**src/rtl/specify_path_delay_filter.sv**
```systemverilog
// Multi-channel module path delay with inertial pulse rejection and error reporting.
// Latency: an input change sampled on edge k reaches the output on edge k+d (d = rise/fall delay, 0 treated as 1).
// No backpressure: every channel accepts its input every cycle; busy reports an uncommitted transition.
module specify_path_delay_filter #(
  parameter int          N         = 4,
  parameter int          DW        = 8,
  parameter logic [N-1:0] RESET_VAL = '0
) (
  input  logic          clk,
  input  logic          rst_n,
  input  logic [N-1:0]  in,
  input  logic [DW-1:0] rise_dly,
  input  logic [DW-1:0] fall_dly,
  input  logic [DW-1:0] rej_lim,
  input  logic          err_clr,
  output logic [N-1:0]  out,
  output logic [N-1:0]  busy,
  output logic [N-1:0]  err_pulse,
  output logic [N-1:0]  err_sticky
);

  // Per-channel state: pend is the IDLE/PEND state bit of each channel's FSM
  logic [N-1:0]  pend_q, pend_d;
  logic [N-1:0]  tgt_q, tgt_d;
  logic [N-1:0]  out_q, out_d;
  logic [N-1:0]  ep_q, ep_d;
  logic [N-1:0]  es_q, es_d;
  logic [DW-1:0] cnt_q [N];
  logic [DW-1:0] cnt_d [N];

  // Effective delays, with a zero delay behaving as a single cycle
  logic [DW-1:0] rise_eff;
  logic [DW-1:0] fall_eff;
  logic [DW-1:0] d_eff [N];

  // Delay select: a channel's delay follows the direction of its scheduled target
  always_comb begin
    rise_eff = (rise_dly == '0) ? DW'(1) : rise_dly;
    fall_eff = (fall_dly == '0) ? DW'(1) : fall_dly;
    for (int i = 0; i < N; i++) begin
      d_eff[i] = tgt_q[i] ? rise_eff : fall_eff;
    end
  end

  // State register: all channel state, reset asynchronously even mid-transition
  always_ff @(posedge clk or negedge rst_n) begin
    if (!rst_n) begin
      pend_q <= '0;
      tgt_q  <= RESET_VAL;
      out_q  <= RESET_VAL;
      ep_q   <= '0;
      es_q   <= '0;
      for (int i = 0; i < N; i++) begin
        cnt_q[i] <= '0;
      end
    end else begin
      pend_q <= pend_d;
      tgt_q  <= tgt_d;
      out_q  <= out_d;
      ep_q   <= ep_d;
      es_q   <= es_d;
      for (int i = 0; i < N; i++) begin
        cnt_q[i] <= cnt_d[i];
      end
    end
  end

  // Next-state logic: schedule, count, commit or cancel each channel independently
  always_comb begin
    pend_d = pend_q;
    tgt_d  = tgt_q;
    out_d  = out_q;
    ep_d   = '0;
    for (int i = 0; i < N; i++) begin
      cnt_d[i] = cnt_q[i];
    end
    for (int i = 0; i < N; i++) begin
      if (!pend_q[i]) begin
        if (in[i] != out_q[i]) begin
          pend_d[i] = 1'b1;
          tgt_d[i]  = in[i];
          cnt_d[i]  = DW'(1);
        end
      end else if (in[i] == tgt_q[i]) begin
        // A lowered delay that is already covered by cnt commits right away
        if (cnt_q[i] >= d_eff[i]) begin
          out_d[i]  = tgt_q[i];
          pend_d[i] = 1'b0;
        end else begin
          cnt_d[i] = cnt_q[i] + DW'(1);
        end
      end else begin
        // Input reverted before commit: cnt holds the width of the cancelled pulse.
        // With one-bit channels a revert always lands back on out_q, so no reschedule is needed.
        pend_d[i] = 1'b0;
        if (cnt_q[i] >= rej_lim) begin
          ep_d[i] = 1'b1;
        end
      end
    end
    // A new error in the same cycle as a clear keeps the sticky bit set
    es_d = (es_q & ~{N{err_clr}}) | ep_d;
  end

  // Outputs: all directly registered
  always_comb begin
    out        = out_q;
    busy       = pend_q;
    err_pulse  = ep_q;
    err_sticky = es_q;
  end

endmodule

```
**config.mk**
```make
export PLATFORM = sky130hd
export DESIGN_NAME = specify_path_delay_filter
export DESIGN_NICKNAME = d
export VERILOG_FILES = /design/src/rtl/specify_path_delay_filter.sv
export SDC_FILE = /design/constraint.sdc
export NUM_CORES = 1
export LEC_CHECK = 0
export ABC_AREA = 1
export CAP_MARGIN = 5
export CORE_UTILIZATION = 50
export DETAILED_ROUTE_END_ITERATION = 6
export HOLD_SLACK_MARGIN = 0.15
export PLACE_DENSITY_LB_ADDON = 0.1
export SYNTH_ARGS = -nofsm -noshare
export SYNTH_HDL_FRONTEND = slang
export SYNTH_SLANG_ARGS = --single-unit
export TNS_END_PERCENT = 30
```
**constraint.sdc**
```tcl
create_clock -name clk -period 4.85 [get_ports clk]
set_input_delay 0.97 -clock clk [delete_from_list [all_inputs] [get_ports clk]]
set_output_delay 0.97 -clock clk [all_outputs]
set_load 0.01 [all_outputs]
```
==> metrics.yaml, run 1 <==
path_cells: "clkdlybuf4s50_1 -> nor4_1 -> a21o_1 -> nand2_1 -> nand2_1 -> ha_1 -> nand2_1 -> nand3_1 -> nand2_1 -> nand2_1 -> nand2_1 -> nand3_4 -> nand2_8 -> nand2_2 -> nand2_1"
maxCapViolCount: 0
slowest_stage: "clkdlybuf4s50_1"
cts_tree: "built"
slowest_delay_ns: 0.53
fin_crit_sh: 0.615
setup_ws_ns: 1.87
layout_commonest_cell: "nand2_1"
cts_root_buffer: "clkbuf_8"
detail-route-antenna-nets: 0
dr.pass1.iters: 5
mostFrequentLayoutCells: "nand2_1, inv_1, ha_1, nand3_1, dfrtp_1"
p_leak_nw: 2.88
rows: 35
grtUsageMet1: 0.339
first_iter_violations: 224
status: "complete, no violations"
post_cts_buffers: 0
netlist_area_um2: 4770
h-tree-depth: 2
use_met2: 0.405
post_drt_wl_per_cell_um: 13.8
gp_congestion: 0.968
final_cells: 830
syn_area_per_cell_um2: 7.26
ys_seq_area_frac: 0.273
cp_common_cell: "nand2_1"
die_height_um: 99.7
dp_slack_ns: 1.58
top_usage_layer: "met2"
antennaDiodeCount: 0
wl_um: 11500
grt_pass1_vias: 4018
cts_buffer_depth: 2
core_um2: 9240
syn2layout_area_growth_pct: 13.2
worst_pin_slew_ns: 0.700
skew_ns: 0.00647
syn_nets: 757
fmax_mhz: 335
cts_sinks: 52
grt_usage: 0.244
initial_core_util: 0.517
fin_setup_tns_ns: 0
place_inst: 822
globalRoute.totalOverflow: 0
synthFlopType: "dfrtp_1"
vias: 4293
hold_class: "reg -> reg"
ir_drop_mv: 0.219
worst_setup_path_start_kind: "primary input"
critPathMaxFanout: 9
fin_crit_ns: 2.98
rsz0062_at_grt: "false"
die-area_um2: 9940
die_w_um: 99.7
required_ns: 5.11
nets: 799
slew_viol_final: 0
drc_errors: 0
antenna_found_initial: 0
clk_pin_slew_ns: 0.10
grt_pass1_wl_um: 19300
yosys_warnings: 0
grt_use_met3: 0.0225
ios: 47
synthCells: 658
yosysUniqueCellTypes: 28
synth_seq_cells: 52
max_slew_margin: 0.533
worst_ep_arrival_time_ns: 3.24
p_per_area_nw_per_um2: 380
post_cts_resized: 0
critPathKind: "in -> reg"
hpwl_um: 8740
port-buffer-count: 46
crit_path_end_kind: "flip-flop"
synth_async_sr_flop_share: 1.00
setup_viol: 0
postCtsHoldBufs: 0
synth-edff-count: 0
cts_buffers: 5
grt_max_degree: 53
vias_per_cell: 5.17
drive_gt1_frac: 0.0628
clk_latency_ns: 0.31
hold_viol: 0
## state kept, by name, indices dropped and copies added (netlist names)
| name | flops |
|---|---|
| cnt_q | 32 |
| busy | 4 |
| err_pulse | 4 |
| err_sticky | 4 |
| out | 4 |
| tgt_q | 4 |
## path summary, 6_finish.rpt
kind	from	endpoint	slack [ns]	cells after the start
setup / recovery	fall_dly[2]	cnt_q[6]	1.87	15
hold / removal	err_sticky[0]	err_sticky[0]	0.48	2
setup reg to reg	tgt_q[1]	cnt_q[20]	2.69	13
hold reg to reg	err_sticky[0]	err_sticky[0]	0.48	2
max in group asynchronous	rst_n	cnt_q[18]	3.60	2
min in group asynchronous	rst_n	busy[0]	0.78	2
## cells by family after synthesis
group | synth area share
compound gates | 0.0996
xor+xnor | 0.0283
fa+ha+maj | 0.178
buf+inv | 0.0786
flops | 0.273
simple gates | 0.343
## synth_stat cells, drive strengths merged, types with 4 or more instances
cell type,n,area share
ha,68,0.18
nand4,9,0.012
xnor2,4,0.0073
xor2,8,0.021
nand3,57,0.070
nand2,210,0.18
a21oi,42,0.044
nor2,53,0.054
nor3b,8,0.021
buf,8,0.014
o21ai,44,0.046
clkbuf,4,0.0031
o21a,4,0.0063
dfrtp,52,0.27
inv,78,0.061
nor3,5,0.0052
## stage by stage
stage	power, W	instance area [um2]	util	hold slack, ns
floorplan	0.00154	4770	-	0.515
CTS	0.00206	5410	0.585	0.492
global placement	0.00175	5320	0.575	0.462
finish	0.00206	5410	0.585	0.485
detailed placement	0.00179	5320	0.575	0.465
global route	0.00226	5410	0.585	0.512
## routing by layer
layer	routed length [um]	share of wire	up-vias
li1	-	-	2227
met1	5590	0.49	1982
met2	5310	0.46	69
met3	375	0.033	15
met4	179	0.016	0
met5	0	0	-
## report_power, final
group          internal, W  total [W]  switching (W)
clock network     0.000117   0.000267       0.000150
registers         0.000515   0.000722       0.000208
logic             0.000435    0.00107       0.000632
## area by class of cell
cell class	count	area, um2
Fill cell	874	3830
Multi-Input combinational cell	516	3100
Sequential cell	52	1300
Timing Repair Buffer	47	463
Inverter	78	293
Tap cell	129	161
Clock buffer	8	90.1
## worst max-delay path, delay by kind of cell
family	cells	cell delay [ns]
and+or+nand+nor	12	1.27
buffers and inverters	1	0.53
AOI/OAI and AO/OA	1	0.22
adders and majority gates	1	0.23
Power figures use the tool's default switching activity.
==> inputs of run 2 (changes only) <==
==> constraint.sdc (replaced) <==
create_clock -name clk -period 2.9 [get_ports clk]
set_input_delay 0.58 -clock clk [delete_from_list [all_inputs] [get_ports clk]]
set_output_delay 0.58 -clock clk [all_outputs]
set_load 0.01 [all_outputs]
==> run 2 against run 1 <==
Wire length increased by 4.4%. Setup slack got worse by 1.6 ns. Sequential cell count unchanged. Count of clock-buffer cells in the layout decreased by 2. Largest cell class unchanged. Highest routed layer unchanged.
==> metrics.yaml, run 2 (synthesis gave the netlist of run 1 again) <==
critPathTopFamily: "simple AND/OR/NAND/NOR gates"
cts_sinks: 52
largest_reg_flops: 32
worst_pin_slew_ns: 1.02
hold_class: "in -> async"
reg2reg_from: "tgt_q[0]"
rows: 35
first_iter_violations: 242
grt_usage: 0.260
vias: 4441
rsz0062_at_grt: "false"
crit_path_end_kind: "flip-flop"
maxCapViolCount: 0
postCtsHoldBufs: 0
slowest_delay_ns: 0.44
globalRoute.totalOverflow: 0
fin_crit_ns: 2.64
fin_crit_sh: 0.909
status: "complete, no violations"
p_leak_nw: 2.95
core_um2: 9240
skew_ns: 0.00686
die_w_um: 99.7
ios: 47
critPathMaxFanout: 9
worstReg2RegEnd: "cnt_q[30]"
mostFrequentLayoutCells: "nand2_1, inv_1, ha_1, nand3_1, dfrtp_1"
clk_pin_slew_ns: 0.09
hold_viol: 0
layout_commonest_cell: "nand2_1"
reg2reg_slack_ns: 0.73
syn2layout_area_growth_pct: 15.5
setup_viol: 0
cts_buffers: 5
initial_core_util: 0.517
worst_ep_arrival_time_ns: 2.90
detail-route-antenna-nets: 0
post_cts_buffers: 0
port-buffer-count: 46
critPathKind: "in -> reg"
required_ns: 3.16
h-tree-depth: 2
fin_util: 0.597
drc_errors: 0
largest-register: "cnt_q"
fin_setup_tns_ns: 0
dr.pass1.iters: 6
max_slew_margin: 0.321
slew_viol_final: 0
grt_pass1_vias: 4346
grt_max_degree: 44
post_cts_resized: 0
antenna_found_initial: 0
clk_latency_ns: 0.32
fmax_mhz: 379
crit_buf_inv: 2
grt_pass1_wl_um: 20300
ir_drop_mv: 0.420
vias_per_cell: 5.27
hpwl_um: 9310
nets: 811
drive_gt1_frac: 0.0799
p_per_area_nw_per_um2: 642
post_drt_wl_per_cell_um: 14.2
power.total_w: 0.00354
cts_root_buffer: "clkbuf_8"
gp_congestion: 1.04
die-area_um2: 9940
cts_tree: "built"
die_height_um: 99.7
worst_setup_path_start_kind: "primary input"
cp_common_cell: "nand2_1"
rr_worst_depth: 11
wl_um: 12000
path_cells: "clkdlybuf4s50_1 -> inv_1 -> nand4_1 -> o21bai_1 -> nand2_1 -> nand2_1 -> ha_1 -> nand2_1 -> nand3_1 -> nand2_1 -> nand2_1 -> nand2_1 -> nand3_4 -> nand2_4 -> nand2_1 -> nand2_1"
antennaDiodeCount: 0
slowest_stage: "clkdlybuf4s50_1"
cts_buffer_depth: 2
==> run 2: area by class of cell <==
cell class | count | area [um2]
Sequential cell | 52 | 1300
Fill cell | 850 | 3730
Clock inverter | 2 | 35.0
Inverter | 78 | 293
Timing Repair Buffer | 59 | 553
Clock buffer | 6 | 72.6
Tap cell | 129 | 161
Multi-Input combinational cell | 516 | 3100
==> run 2: per-layer routing <==
metal	GRT usage	wire length, um	vias up
li1	-	-	2257
met1	0.338	5420	2034
met2	0.432	5570	118
met3	0.0387	583	32
met4	0.103	393	0
met5	0	0	-
==> run 2: worst max path at each step <==
stage / from / endpoint / cells past startpoint
after floorplan: rise_dly[4] / cnt_q[3] / 15
after global placement: fall_dly[5] / cnt_q[2] / 15
after detailed placement: rise_dly[2] / cnt_q[29] / 16
after CTS: rise_dly[2] / cnt_q[30] / 16
after global routing: rise_dly[2] / cnt_q[27] / 16
final: rise_dly[2] / cnt_q[30] / 16
==> run 2: report_power, final <==
group / internal, W / total (W) / switching, W
clock network: 0.000257 / 0.000516 / 0.000259
registers: 0.000860 / 0.00121 / 0.000352
logic: 0.000741 / 0.00181 / 0.00107
==> run 2: through the flow <==
step	cell area (um2)	hold WS, ns	worst slack [ns]	instances
finish	5510	0.431	0.265	842
global route	5510	0.509	0.150	842
CTS	5510	0.455	0.319	842
global placement	5410	0.463	0.130	834
floorplan	4770	0.284	0.845	658
detailed placement	5410	0.474	-0.00262	834
==> inputs of run 3 (changes only) <==
--- a/config.mk
+++ b/config.mk
@@ -10,6 +10,7 @@
 export CORE_UTILIZATION = 50
 export DETAILED_ROUTE_END_ITERATION = 6
 export HOLD_SLACK_MARGIN = 0.15
+export MAX_ROUTING_LAYER = met4
 export PLACE_DENSITY_LB_ADDON = 0.1
 export SYNTH_ARGS = -nofsm -noshare
 export SYNTH_HDL_FRONTEND = slang
==> run 3 against run 2 <==
Count of clock-buffer cells in the layout did not move. Highest routed layer unchanged. Power barely moved. Non-clock buffer count did not move. Clock skew rose by 0.00086 ns. Utilization did not move. First-iteration DRC count fell by 13%. Sequential power barely moved. Register-to-register slack got worse by 0.02 ns.
==> metrics.yaml, run 3 (synthesis gave the netlist of run 1 again) <==
slowest_stage: "clkdlybuf4s50_1"
critPathMaxFanout: 9
slowest_delay_ns: 0.44
fin_setup_tns_ns: 0
vias_per_cell: 5.28
critPathKind: "in -> reg"
clk_pin_slew_ns: 0.09
worst_setup_path_start_kind: "primary input"
setup_viol: 0
antennaDiodeCount: 0
clk_latency_ns: 0.32
ios: 47
skew_ns: 0.00772
required_ns: 3.16
cts_buffers: 5
rsz0062_at_grt: "false"
fin_crit_sh: 0.914
hold_class: "in -> async"
nets: 811
die_w_um: 99.7
drc_errors: 0
reg2reg_from: "tgt_q[0]"
grt_pass1_wl_um: 20300
mostFrequentLayoutCells: "nand2_1, inv_1, ha_1, nand3_1, dfrtp_1"
largest_reg_flops: 32
grt_max_degree: 44
worst_ep_arrival_time_ns: 2.91
grt_usage: 0.268
die_height_um: 99.7
cts_tree: "built"
cts_sinks: 52
antenna_found_initial: 0
port-buffer-count: 46
first_iter_violations: 210
p_per_area_nw_per_um2: 643
rr_worst_depth: 11
cts_root_buffer: "clkbuf_8"
nFillCells: 850
worstReg2RegEnd: "cnt_q[30]"
die-area_um2: 9940
post_drt_wl_per_cell_um: 14.2
max_slew_margin: 0.323
reg2reg_slack_ns: 0.71
crit_path_end_kind: "flip-flop"
largest-register: "cnt_q"
detail-route-antenna-nets: 0
initial_core_util: 0.517
fmax_mhz: 377
post_cts_resized: 0
h-tree-depth: 2
p_leak_nw: 2.95
hold_viol: 0
cts_buffer_depth: 2
syn2layout_area_growth_pct: 15.5
hpwl_um: 9310
post_cts_buffers: 0
core_um2: 9240
status: "complete, no violations"
ir_drop_mv: 0.420
gp_congestion: 1.06
dr.pass1.iters: 5
fin_crit_ns: 2.65
wl_um: 11900
slew_viol_final: 0
layout_commonest_cell: "nand2_1"
postCtsHoldBufs: 0
globalRoute.totalOverflow: 0
vias: 4449
worst_pin_slew_ns: 1.02
drive_gt1_frac: 0.0799
rows: 35
maxCapViolCount: 0
power.total_w: 0.00354
path_cells: "clkdlybuf4s50_1 -> inv_1 -> nand4_1 -> o21bai_1 -> nand2_1 -> nand2_1 -> ha_1 -> nand2_1 -> nand3_1 -> nand2_1 -> nand2_1 -> nand2_1 -> nand3_4 -> nand2_4 -> nand2_1 -> nand2_1"
cp_common_cell: "nand2_1"
grt_pass1_vias: 4346
==> run 3: cell counts in the layout (fill, tap and decap cells not counted) <==
No cell type changed its count.
==> run 3: cell type report <==
cell class	count	area [um2]	share of cell area
sequential	52	1300	0.236
clock buffer	6	72.6	0.0132
inverter	78	293	0.0531
clock inverter	2	35.0	0.00635
multi-input combinational	516	3100	0.562
tap	129	161	0.0293
timing repair buffer	59	553	0.100
==> run 3: where the power goes <==
group          internal (W)  total (W)  leakage [nW]  switching [W]
sequential         0.000860    0.00121         0.693       0.000351
combinational      0.000741    0.00182          2.20        0.00107
clock              0.000257   0.000517        0.0552       0.000260
total               0.00186    0.00354          2.95        0.00169
==> run 3: per-stage QoR <==
| stage | hold WS (ns) | std cells | setup slack (ns) | area (um2) | utilization |
|---|---|---|---|---|---|
| after CTS | 0.455 | 842 | 0.319 | 5510 | 0.597 |
| after floorplan | 0.284 | 658 | 0.845 | 4770 | - |
| final | 0.430 | 842 | 0.250 | 5510 | 0.597 |
| after global routing | 0.509 | 842 | 0.150 | 5510 | 0.597 |
| after global placement | 0.463 | 834 | 0.130 | 5410 | 0.585 |
| after detailed placement | 0.474 | 834 | -0.00262 | 5410 | 0.585 |
==> run 3: critical path: cells and delay by family <==
kind            cells  cell delay [ns]
fa+ha+maj           1             0.24
simple gates       12             1.15
compound gates      1             0.35
buf+inv             2             0.61
==> run 3: worst max-delay path by stage <==
stage          slack [ns]  cells after the start        end        start
2_1_floorplan        0.84                     15   cnt_q[3]  rise_dly[4]
4_1_cts              0.32                     16  cnt_q[30]  rise_dly[2]
3_5_place_dp       -0.003                     16  cnt_q[29]  rise_dly[2]
3_3_place_gp         0.13                     15   cnt_q[2]  fall_dly[5]
5_1_grt              0.15                     16  cnt_q[27]  rise_dly[2]
6_report             0.25                     16  cnt_q[30]  rise_dly[2]
==> run 3: layer usage <==
metal | up-vias | wire length [um] | global-route usage
met5 | - | 0 | -
met4 | 0 | 348 | 0.103
met3 | 31 | 566 | 0.0372
met2 | 120 | 5650 | 0.432
met1 | 2042 | 5380 | 0.339
li1 | 2256 | - | -
